==> src/rtl/alu_mc_if.sv <==
// alu_mc_if: operand/result bundle between the register-file read stage and alu_mc.
// master drives the request side, slave is the ALU.
interface alu_mc_if #(
  parameter int unsigned WIDTH = 32
);
  logic             start;
  logic [3:0]       op_code;
  logic [WIDTH-1:0] X;
  logic [WIDTH-1:0] Y;
  logic             busy;
  logic             done;
  logic [WIDTH-1:0] Z;
  logic             overflow;
  logic             equal;
  logic             zero;

  modport master (
    output start, op_code, X, Y,
    input  busy, done, Z, overflow, equal, zero
  );

  modport slave (
    input  start, op_code, X, Y,
    output busy, done, Z, overflow, equal, zero
  );
endinterface

==> src/rtl/alu_mc.sv <==
// alu_mc: multi-cycle ALU with a start/busy/done handshake.
// Logic, add/sub and SLT finish in one cycle. Shifts move one bit per cycle.
// Optional unsigned shift-add multiply is enabled by defining ALU_MC_MUL_EN.
// When the macro is undefined, op_code 11 behaves as a reserved op.
module alu_mc #(
  parameter int unsigned WIDTH = 32
) (
  input logic      clk,
  input logic      rst,
  alu_mc_if.slave  bus
);
  localparam int unsigned SHW = $clog2(WIDTH);

  typedef enum logic {StIdle, StRun} state_e;

  state_e           state_q, state_d;
  logic [SHW-1:0]   cnt_q, cnt_d;
  logic [3:0]       op_q;
  logic [WIDTH-1:0] a_q, b_q, sh_q, sh_step;
  logic             eq_q, shz_q;
  logic [SHW-1:0]   lat_m1, shamt_in;
  logic             accept, finish;
  logic [WIDTH-1:0] res, sum, diff;
  logic             ovf, rsv;
  logic [WIDTH-1:0] z_q;
  logic             done_q, ovf_q, equal_q, zero_q;

`ifdef ALU_MC_MUL_EN
  // Low half starts as the multiplier; the product shifts in from the top.
  logic [2*WIDTH-1:0] acc_q, acc_d;
  logic [WIDTH:0]     acc_hi;

  // One shift-add step of the unsigned multiply.
  always_comb begin
    acc_hi = {1'b0, acc_q[2*WIDTH-1:WIDTH]};
    if (acc_q[0]) begin
      acc_hi = acc_hi + {1'b0, a_q};
    end
    acc_d = {acc_hi, acc_q[WIDTH-1:1]};
  end
`endif

  // Number of extra RUN cycles for the op being offered at the input.
  always_comb begin
    shamt_in = bus.Y[SHW-1:0];
    lat_m1   = '0;
    case (bus.op_code)
      4'd8, 4'd9, 4'd10: lat_m1 = (shamt_in == '0) ? '0 : shamt_in - SHW'(1);
`ifdef ALU_MC_MUL_EN
      4'd11:             lat_m1 = SHW'(WIDTH - 1);
`endif
      default:           lat_m1 = '0;
    endcase
  end

  // Single-bit shift of the working register for the latched shift op.
  always_comb begin
    sh_step = {sh_q[WIDTH-1], sh_q[WIDTH-1:1]};
    if (op_q == 4'd8) begin
      sh_step = {1'b0, sh_q[WIDTH-1:1]};
    end else if (op_q == 4'd9) begin
      sh_step = {sh_q[WIDTH-2:0], 1'b0};
    end
  end

  // Final result and overflow, valid in the completing cycle.
  always_comb begin
    res  = '0;
    ovf  = 1'b0;
    rsv  = 1'b0;
    sum  = a_q + b_q;
    diff = a_q - b_q;
    case (op_q)
      4'd0: res = a_q & b_q;
      4'd1: res = a_q | b_q;
      4'd2: res = a_q ^ b_q;
      4'd3: res = ~(a_q | b_q);
      4'd5: begin
        res = sum;
        ovf = (a_q[WIDTH-1] == b_q[WIDTH-1]) && (sum[WIDTH-1] != a_q[WIDTH-1]);
      end
      4'd6: begin
        res = diff;
        ovf = (a_q[WIDTH-1] != b_q[WIDTH-1]) && (diff[WIDTH-1] != a_q[WIDTH-1]);
      end
      4'd7: res = {{(WIDTH-1){1'b0}}, ($signed(a_q) < $signed(b_q))};
      // A zero shift amount completes without moving any bits.
      4'd8, 4'd9, 4'd10: res = shz_q ? sh_q : sh_step;
`ifdef ALU_MC_MUL_EN
      4'd11: begin
        res = acc_d[WIDTH-1:0];
        ovf = |acc_d[2*WIDTH-1:WIDTH];
      end
`endif
      default: rsv = 1'b1;
    endcase
  end

  // Handshake FSM: accept in IDLE, count down in RUN, finish at zero.
  always_comb begin
    state_d = state_q;
    cnt_d   = cnt_q;
    accept  = 1'b0;
    finish  = 1'b0;
    case (state_q)
      StIdle: begin
        if (bus.start) begin
          accept  = 1'b1;
          cnt_d   = lat_m1;
          state_d = StRun;
        end
      end
      StRun: begin
        if (cnt_q == '0) begin
          finish  = 1'b1;
          state_d = StIdle;
        end else begin
          cnt_d = cnt_q - SHW'(1);
        end
      end
      default: state_d = StIdle;
    endcase
  end

  // State, operand latches and result registers.
  always_ff @(posedge clk or posedge rst) begin
    if (rst) begin
      state_q <= StIdle;
      cnt_q   <= '0;
      op_q    <= '0;
      a_q     <= '0;
      b_q     <= '0;
      sh_q    <= '0;
      eq_q    <= 1'b0;
      shz_q   <= 1'b0;
      z_q     <= '0;
      done_q  <= 1'b0;
      ovf_q   <= 1'b0;
      equal_q <= 1'b0;
      zero_q  <= 1'b0;
`ifdef ALU_MC_MUL_EN
      acc_q   <= '0;
`endif
    end else begin
      state_q <= state_d;
      cnt_q   <= cnt_d;
      done_q  <= finish;
      if (accept) begin
        op_q  <= bus.op_code;
        a_q   <= bus.X;
        b_q   <= bus.Y;
        sh_q  <= bus.X;
        eq_q  <= (bus.X == bus.Y);
        shz_q <= (shamt_in == '0);
`ifdef ALU_MC_MUL_EN
        acc_q <= {{WIDTH{1'b0}}, bus.Y};
`endif
      end else if (state_q == StRun) begin
        sh_q  <= sh_step;
`ifdef ALU_MC_MUL_EN
        acc_q <= acc_d;
`endif
      end
      if (finish) begin
        z_q     <= res;
        ovf_q   <= ovf;
        equal_q <= eq_q;
        zero_q  <= (res == '0) && !rsv;
      end
    end
  end

  assign bus.busy     = (state_q == StRun);
  assign bus.done     = done_q;
  assign bus.Z        = z_q;
  assign bus.overflow = ovf_q;
  assign bus.equal    = equal_q;
  assign bus.zero     = zero_q;
endmodule

==> src/flat_wrapper.sv <==
// flat-port wrapper written by rule: the top's interface ports become plain ports
module alu_mc_flat 
#(
  parameter int unsigned WIDTH = 32
)
  (clk, rst, bus_start, bus_op_code, bus_X, bus_Y, bus_busy, bus_done, bus_Z, bus_overflow, bus_equal, bus_zero);
  alu_mc_if #(.WIDTH(WIDTH)) bus_i ();
  input logic clk;
  input logic rst;
  input wire logic [$bits(bus_i.start)-1:0] bus_start;
  input wire logic [$bits(bus_i.op_code)-1:0] bus_op_code;
  input wire logic [$bits(bus_i.X)-1:0] bus_X;
  input wire logic [$bits(bus_i.Y)-1:0] bus_Y;
  output wire logic [$bits(bus_i.busy)-1:0] bus_busy;
  output wire logic [$bits(bus_i.done)-1:0] bus_done;
  output wire logic [$bits(bus_i.Z)-1:0] bus_Z;
  output wire logic [$bits(bus_i.overflow)-1:0] bus_overflow;
  output wire logic [$bits(bus_i.equal)-1:0] bus_equal;
  output wire logic [$bits(bus_i.zero)-1:0] bus_zero;
  assign bus_i.start = bus_start;
  assign bus_i.op_code = bus_op_code;
  assign bus_i.X = bus_X;
  assign bus_i.Y = bus_Y;
  assign bus_busy = bus_i.busy;
  assign bus_done = bus_i.done;
  assign bus_Z = bus_i.Z;
  assign bus_overflow = bus_i.overflow;
  assign bus_equal = bus_i.equal;
  assign bus_zero = bus_i.zero;
  alu_mc #(.WIDTH(WIDTH)) u_core (.clk(clk), .rst(rst), .bus(bus_i));
endmodule
==> config.mk <==
export PLATFORM = sky130hd
export DESIGN_NAME = alu_mc_flat
export DESIGN_NICKNAME = d
export VERILOG_FILES = /design/src/rtl/alu_mc_if.sv /design/src/rtl/alu_mc.sv /design/src/flat_wrapper.sv
export SDC_FILE = /design/constraint.sdc
export NUM_CORES = 1
export LEC_CHECK = 0
export ABC_AREA = 1
export CORE_MARGIN = 2
export CORE_UTILIZATION = 53
export DETAILED_ROUTE_END_ITERATION = 16
export HOLD_SLACK_MARGIN = 0.06
export PLACE_DENSITY_LB_ADDON = 0.05
export SLEW_MARGIN = 20
export SYNTH_ARGS = -nofsm -noshare
export SYNTH_HDL_FRONTEND = slang
export SYNTH_SLANG_ARGS = --single-unit
==> constraint.sdc <==
create_clock -name clk -period 15.7 [get_ports clk]
set_clock_uncertainty 0.2 [all_clocks]
set_input_delay 3.14 -clock clk [delete_from_list [all_inputs] [get_ports clk]]
set_output_delay 3.14 -clock clk [all_outputs]
set_load 0.02 [all_outputs]
* After elaboration in Yosys (flattened, before gate mapping)
Cells that the tools add are included.
** Storage, ports and cells
- Word-level logic and storage cells :: 72
- Input bits :: 71
- Output and inout bits :: 37
- Flip-flop bits (word level) :: 144
** Operators by class
- Equal/unequal tests :: 19
- Mux-type cells :: 18
- Add/sub/neg operators :: 4
- Reductions and logical operators :: 12
- Magnitude comparators :: 1
- Bitwise operators :: 5
** Operators by type and width (count)
- $pmux W32 S8 :: 1
- $mux W32 :: 5
- $add A32 B32 Y32 :: 1
- $and A32 B32 Y32 :: 1
- $eq A32 B32 Y1 :: 1
- $logic_not A32 Y1 :: 1
- $lt A32 B32 Y1 :: 1
- $not A32 Y32 :: 1
- $or A32 B32 Y32 :: 1
- $sub A32 B32 Y32 :: 1
- $xor A32 B32 Y32 :: 1
- $eq A4 B4 Y1 const B :: 6
- $mux W5 :: 4
- $eq A4 B3 Y1 const B :: 3
- $logic_not A5 Y1 :: 2
- $pmux W5 S2 :: 1
- $reduce_or A10 Y1 :: 1
- $sub A5 B1 Y5 const B :: 2
- $eq A4 B2 Y1 const B :: 2
- $reduce_or A3 Y1 :: 2
- $mux W1 :: 5
- $eq A4 B1 Y1 const B :: 1
- $logic_not A4 Y1 :: 1
- $ne A2 B2 Y1 const B :: 2
- other kinds (7) :: 12

* Longest topological paths before layout
- Depth after elaboration :: 7
- Mapped depth :: 22
- Mapped depth without buffers :: 21

* Least setup slack after synthesis
No wires, ideal clock.
- Path type :: input -> register
- From :: input port bus_start
- To :: register u_core.b_q[10]
- Library setup time :: 0.083 ns
- Cell stages on the path :: 7
- Path slack :: 11.277 ns
- Required time :: 15.417 ns
- Arrival time :: 4.140 ns
- Buffers on the path :: 3
- Path through :: nand2_1 > buf_2 > inv_2 > clkbuf_1 > buf_1 > nand2_1 > o21ai_0
** On the way
- Longest elaborated chain between the ends :: 2
** RTL lines
- from (decl) :: RTL line flat_wrapper.sv:10 : input wire logic [$bits(bus_i.start)-1:0] bus_start;
- $mux W1 :: RTL line alu_mc.sv:107 : if (bus.start) begin
- $mux W1 :: RTL line alu_mc.sv:105 : case (state_q)
- to (signal assigned) :: RTL line alu_mc.sv:151 : b_q <= bus.Y;
- to (decl) :: RTL line alu_mc.sv:19 : logic [WIDTH-1:0] a_q, b_q, sh_q, sh_step;
Every way passes these cells.
A chain may end at the register's enable or synchronous reset.

* Final worst setup path
- From :: input port bus_start
- To :: register u_core.sh_q[26]
** On the way
- Longest elaborated chain between the ends :: 3
- Elaborated cells between the ends (all ways) :: 4
- Those cells by class :: 3 x mux; 1 x reduce/logical
** RTL lines
- $mux W1 * :: RTL line alu_mc.sv:107
- $mux W1 * :: RTL line alu_mc.sv:105
- $mux W32 or $reduce_bool A2 Y1 (tied branches)
- to (signal assigned) :: RTL line alu_mc.sv:152 : sh_q <= bus.X;
- to (signal assigned) :: RTL line alu_mc.sv:159 : sh_q <= sh_step;
- to (decl) :: RTL line alu_mc.sv:19
Mark *: on every way between the ends. The rest lies on a longest branch, timed or not.

==> flow_results.org <==
** Outcome
- Outcome :: finished, final reports clean

** STA
- Setup violations remaining at the end of the flow were counted as 0.
- Final-report hold violation count :: 0
- Max-slew violation total from the final report :: 0
- The worst path needs 5.79 ns of the cycle, external delays included.
- Final Cycle Share :: 0.369
- Remaining max-slew budget at the tightest pin :: 0.363
- At the pin with the least slew margin, the transition time is 0.955 ns.
- Maximum operating frequency :: 173 MHz
- Summed over all failing endpoints, the final setup total negative slack is 0 ns.
- Setup repair after global routing left no endpoint under its margin.

** Logic synthesis
- Yosys printed 0 warnings.
- Most frequent cells after synthesis :: 741 x nand2_1, 379 x inv_1, 210 x nor2_1
- Most frequent cell after synthesis :: nand2_1
- Mapped Avg Cell Area :: 6.06 µm²
- Number of storage elements in the synthesis netlist :: 144
- Dominant synthesized flop cell :: dfrtp_1
- Count of unique library cells instantiated by Yosys :: 38
- Counting flops with a built-in enable in the synthesized netlist gives 0.
- Fraction of registers with async set/reset :: 1.00
- Biggest area contributors in the synthesized netlist :: dfrtp_1 26%, nand2_1 20%, inv_1 10%
- Syn Std Cell Area :: 13700 µm²
- Cells after synthesis :: 2263
- The number of nets handed over by synthesis was 2441.
- Of all cell types, the one taking the most synthesized area is dfrtp_1.
- Fraction of synthesized cell area taken by the top area cell type :: 0.263
- For this run, the register share of the synthesized area comes to 0.263.

** Setup path
- Walking the worst path, the cells encountered are clkdlybuf4s50_1 > nand2_1 > inv_2 > buf_4 > nand2_1 > a31oi_1.
- Number of buffers and inverters on the critical path :: 3
- STA classifies the critical path endpoint as a flop.
- The critical path is of the in -> reg type.
- Counting stages on the worst path, the most repeated cell is nand2_1.
- Top Family by Delay on Critical Path :: buffers and inverters
- Slowest-stage cell, CP :: buf_4
- Highest net fanout along the worst path :: 85
- Critical path launch point type :: input port
- Data on the critical path arrives at its endpoint at 5.95 ns.
- CP Data Required Time :: 15.85 ns
- Delay of the slowest critical-path stage :: 0.69 ns

** GRT
- The first global-routing pass estimated 77300 µm of wire.
- All-Layer GR Usage :: 0.377
- Number of antenna violations at the first check in global routing :: 0
- Vias in the first global route :: 13.8k
- Entering global routing, the biggest net connects 86 pins.
- Summed over all layers, the global routing overflow is 0.

** Detailed routing
- Remaining antenna violation count after routing :: 0
- For this run, design rule violations remaining after detail routing come to 0.
- The first routing iteration left 1817 violations.
- DR WL/cell :: 19.0 µm
- The routed layout has 15.2k vias.
- The final layout contains routed wiring with a total length of 50500 µm.
- The first detailed-routing pass ran for 7 iterations.
- After detailed routing, the number of vias per cell comes to 5.70.

** Clock tree
- Setup bufs post-CTS :: 0
- The H-tree was split into 4 levels.
- After clock tree synthesis, the clock-pin slew on the worst setup and hold paths is 0.07 ns.
- Max clock buf depth :: 2
- Number of gates given a new drive strength after cts :: 0
- The tree is rooted in a clkbuf_16.
- Clock latency on the worst-skew pair, taken at its later pin, is 0.44 ns.
- CTS saw 144 sinks.
- Hold repair after CTS inserted 0 buffers.
- TritonCTS built the clock tree.
- Clock buffers created by TritonCTS :: 17

** Flow run
- Reported max-cap violation count :: 0

** Floorplan
- The floorplan step defined a die boundary enclosing 27200 µm².
- Rows :: 58
- The floorplan step defined a core boundary enclosing 25300 µm².
- For this configuration, the core starts out at a cell density of 0.543.
- From left edge to right edge, the die measures 165 µm.
- Vertical die dimension :: 165 µm
- Num ports :: 108

** Cells and area
- Register area :: 3600 µm²
- Area of combinational cells with multiple inputs :: 8320 µm²
- After filler insertion, the fill cell instance count of the layout stands at 2496.
- For this run, the post-layout net count is 2497.
- Area growth from synthesis to layout :: 13.6%
- Of the cells placed in the final design, the portion with a size suffix greater than 1 is 0.0236.

** Placed design
- Detailed placement HPWL :: 39500 µm
- Buffers placed on the I/O ports in this run total 107.
- Placer's final routability congestion estimate :: 1.04

** Worst hold path
- In this run the worst hold path is classified as reg -> reg.
==> metal layers <==
layer,part of all wire,track usage,wire length [µm]
met2,0.40,0.544,20200
met4,0.036,0.132,1830
met3,0.12,0.0929,6150
met1,0.44,0.546,22400
met5,0,0,0
==> cells in the final DEF, fill, tap and decap left out, drive strengths merged, types with 6 or more instances in the layout <==
| cell type | synthesis | routed |
|---|---|---|
| a211oi | 6 | 6 |
| a21oi | 89 | 89 |
| a221oi | 6 | 6 |
| a31oi | 7 | 7 |
| buf | 37 | 12 |
| clkbuf | 45 | 17 |
| clkdlybuf4s50 | 0 | 107 |
| dfrtp | 144 | 144 |
| ha | 105 | 105 |
| inv | 382 | 392 |
| nand2 | 742 | 742 |
| nand3 | 166 | 166 |
| nand4 | 21 | 21 |
| nor2 | 212 | 212 |
| nor3 | 12 | 12 |
| nor4 | 9 | 9 |
| o211ai | 13 | 13 |
| o21ai | 171 | 171 |
| o221ai | 23 | 23 |
| o22ai | 14 | 14 |
| xor2 | 34 | 34 |
==> cell type report <==
| type | instances | share of cell area |
|---|---|---|
| sequential | 144 | 0.232 |
| inverter | 385 | 0.0932 |
| clock inverter | 15 | 0.0121 |
| timing repair buffer | 119 | 0.0746 |
| multi-input combinational | 1652 | 0.535 |
| tap | 330 | 0.0265 |
| antenna | 1 | 0.000161 |
| clock buffer | 17 | 0.0273 |
==> final timing paths <==
path,start,endpoint,slack (ns),cells past startpoint
max,bus_start,u_core.sh_q[26],9.91,6
min,u_core.bus.equal,u_core.bus.equal,0.28,2
max reg2reg,u_core.bus.busy,u_core.sh_q[26],11.64,6
min reg2reg,u_core.bus.equal,u_core.bus.equal,0.28,2
max in group asynchronous,rst,u_core.shz_q,10.89,3
min in group asynchronous,rst,u_core.b_q[28],2.96,2
==> metrics by stage <==
stage	setup slack (ns)	hold slack (ns)	instances	util	instance area (µm²)
2_1_floorplan	8.49	0.247	2263	-	13700
3_3_place_gp	9.51	0.257	2630	0.592	14900
3_5_place_dp	9.49	0.264	2630	0.592	14900
4_1_cts	9.93	0.281	2662	0.616	15600
5_1_grt	9.56	0.305	2662	0.616	15600
6_report	9.91	0.278	2663	0.616	15600
==> worst min-delay path, stage by stage (launching register included) <==
cell	delay, ns
dfrtp_1	0.35
nand2_1	0.06
nand2_1	0.05
==> flip-flops by register name, summed over array words and instances (netlist names), 4 cells and up <==
| name | cells |
|---|---|
| u_core.bus.Z | 32 |
| u_core.op_q | 4 |
| u_core.a_q | 32 |
| u_core.sh_q | 32 |
| u_core.b_q | 32 |
| u_core.cnt_q | 5 |
==> cell families after synthesis <==
| group | after synthesis | share of synthesized area |
|---|---|---|
| AO/OA/AOI/OAI | 339 | 0.139 |
| XOR/XNOR | 38 | 0.0243 |
| adder cells (fa/ha/maj) | 107 | 0.0988 |
| buffers and inverters | 467 | 0.131 |
| flip-flops | 144 | 0.263 |
| AND/OR/NAND/NOR | 1168 | 0.344 |
Power is left out: the tool's default activity adds up to more than one toggle a clock period on the data nets, which glitch-free logic cannot reach.
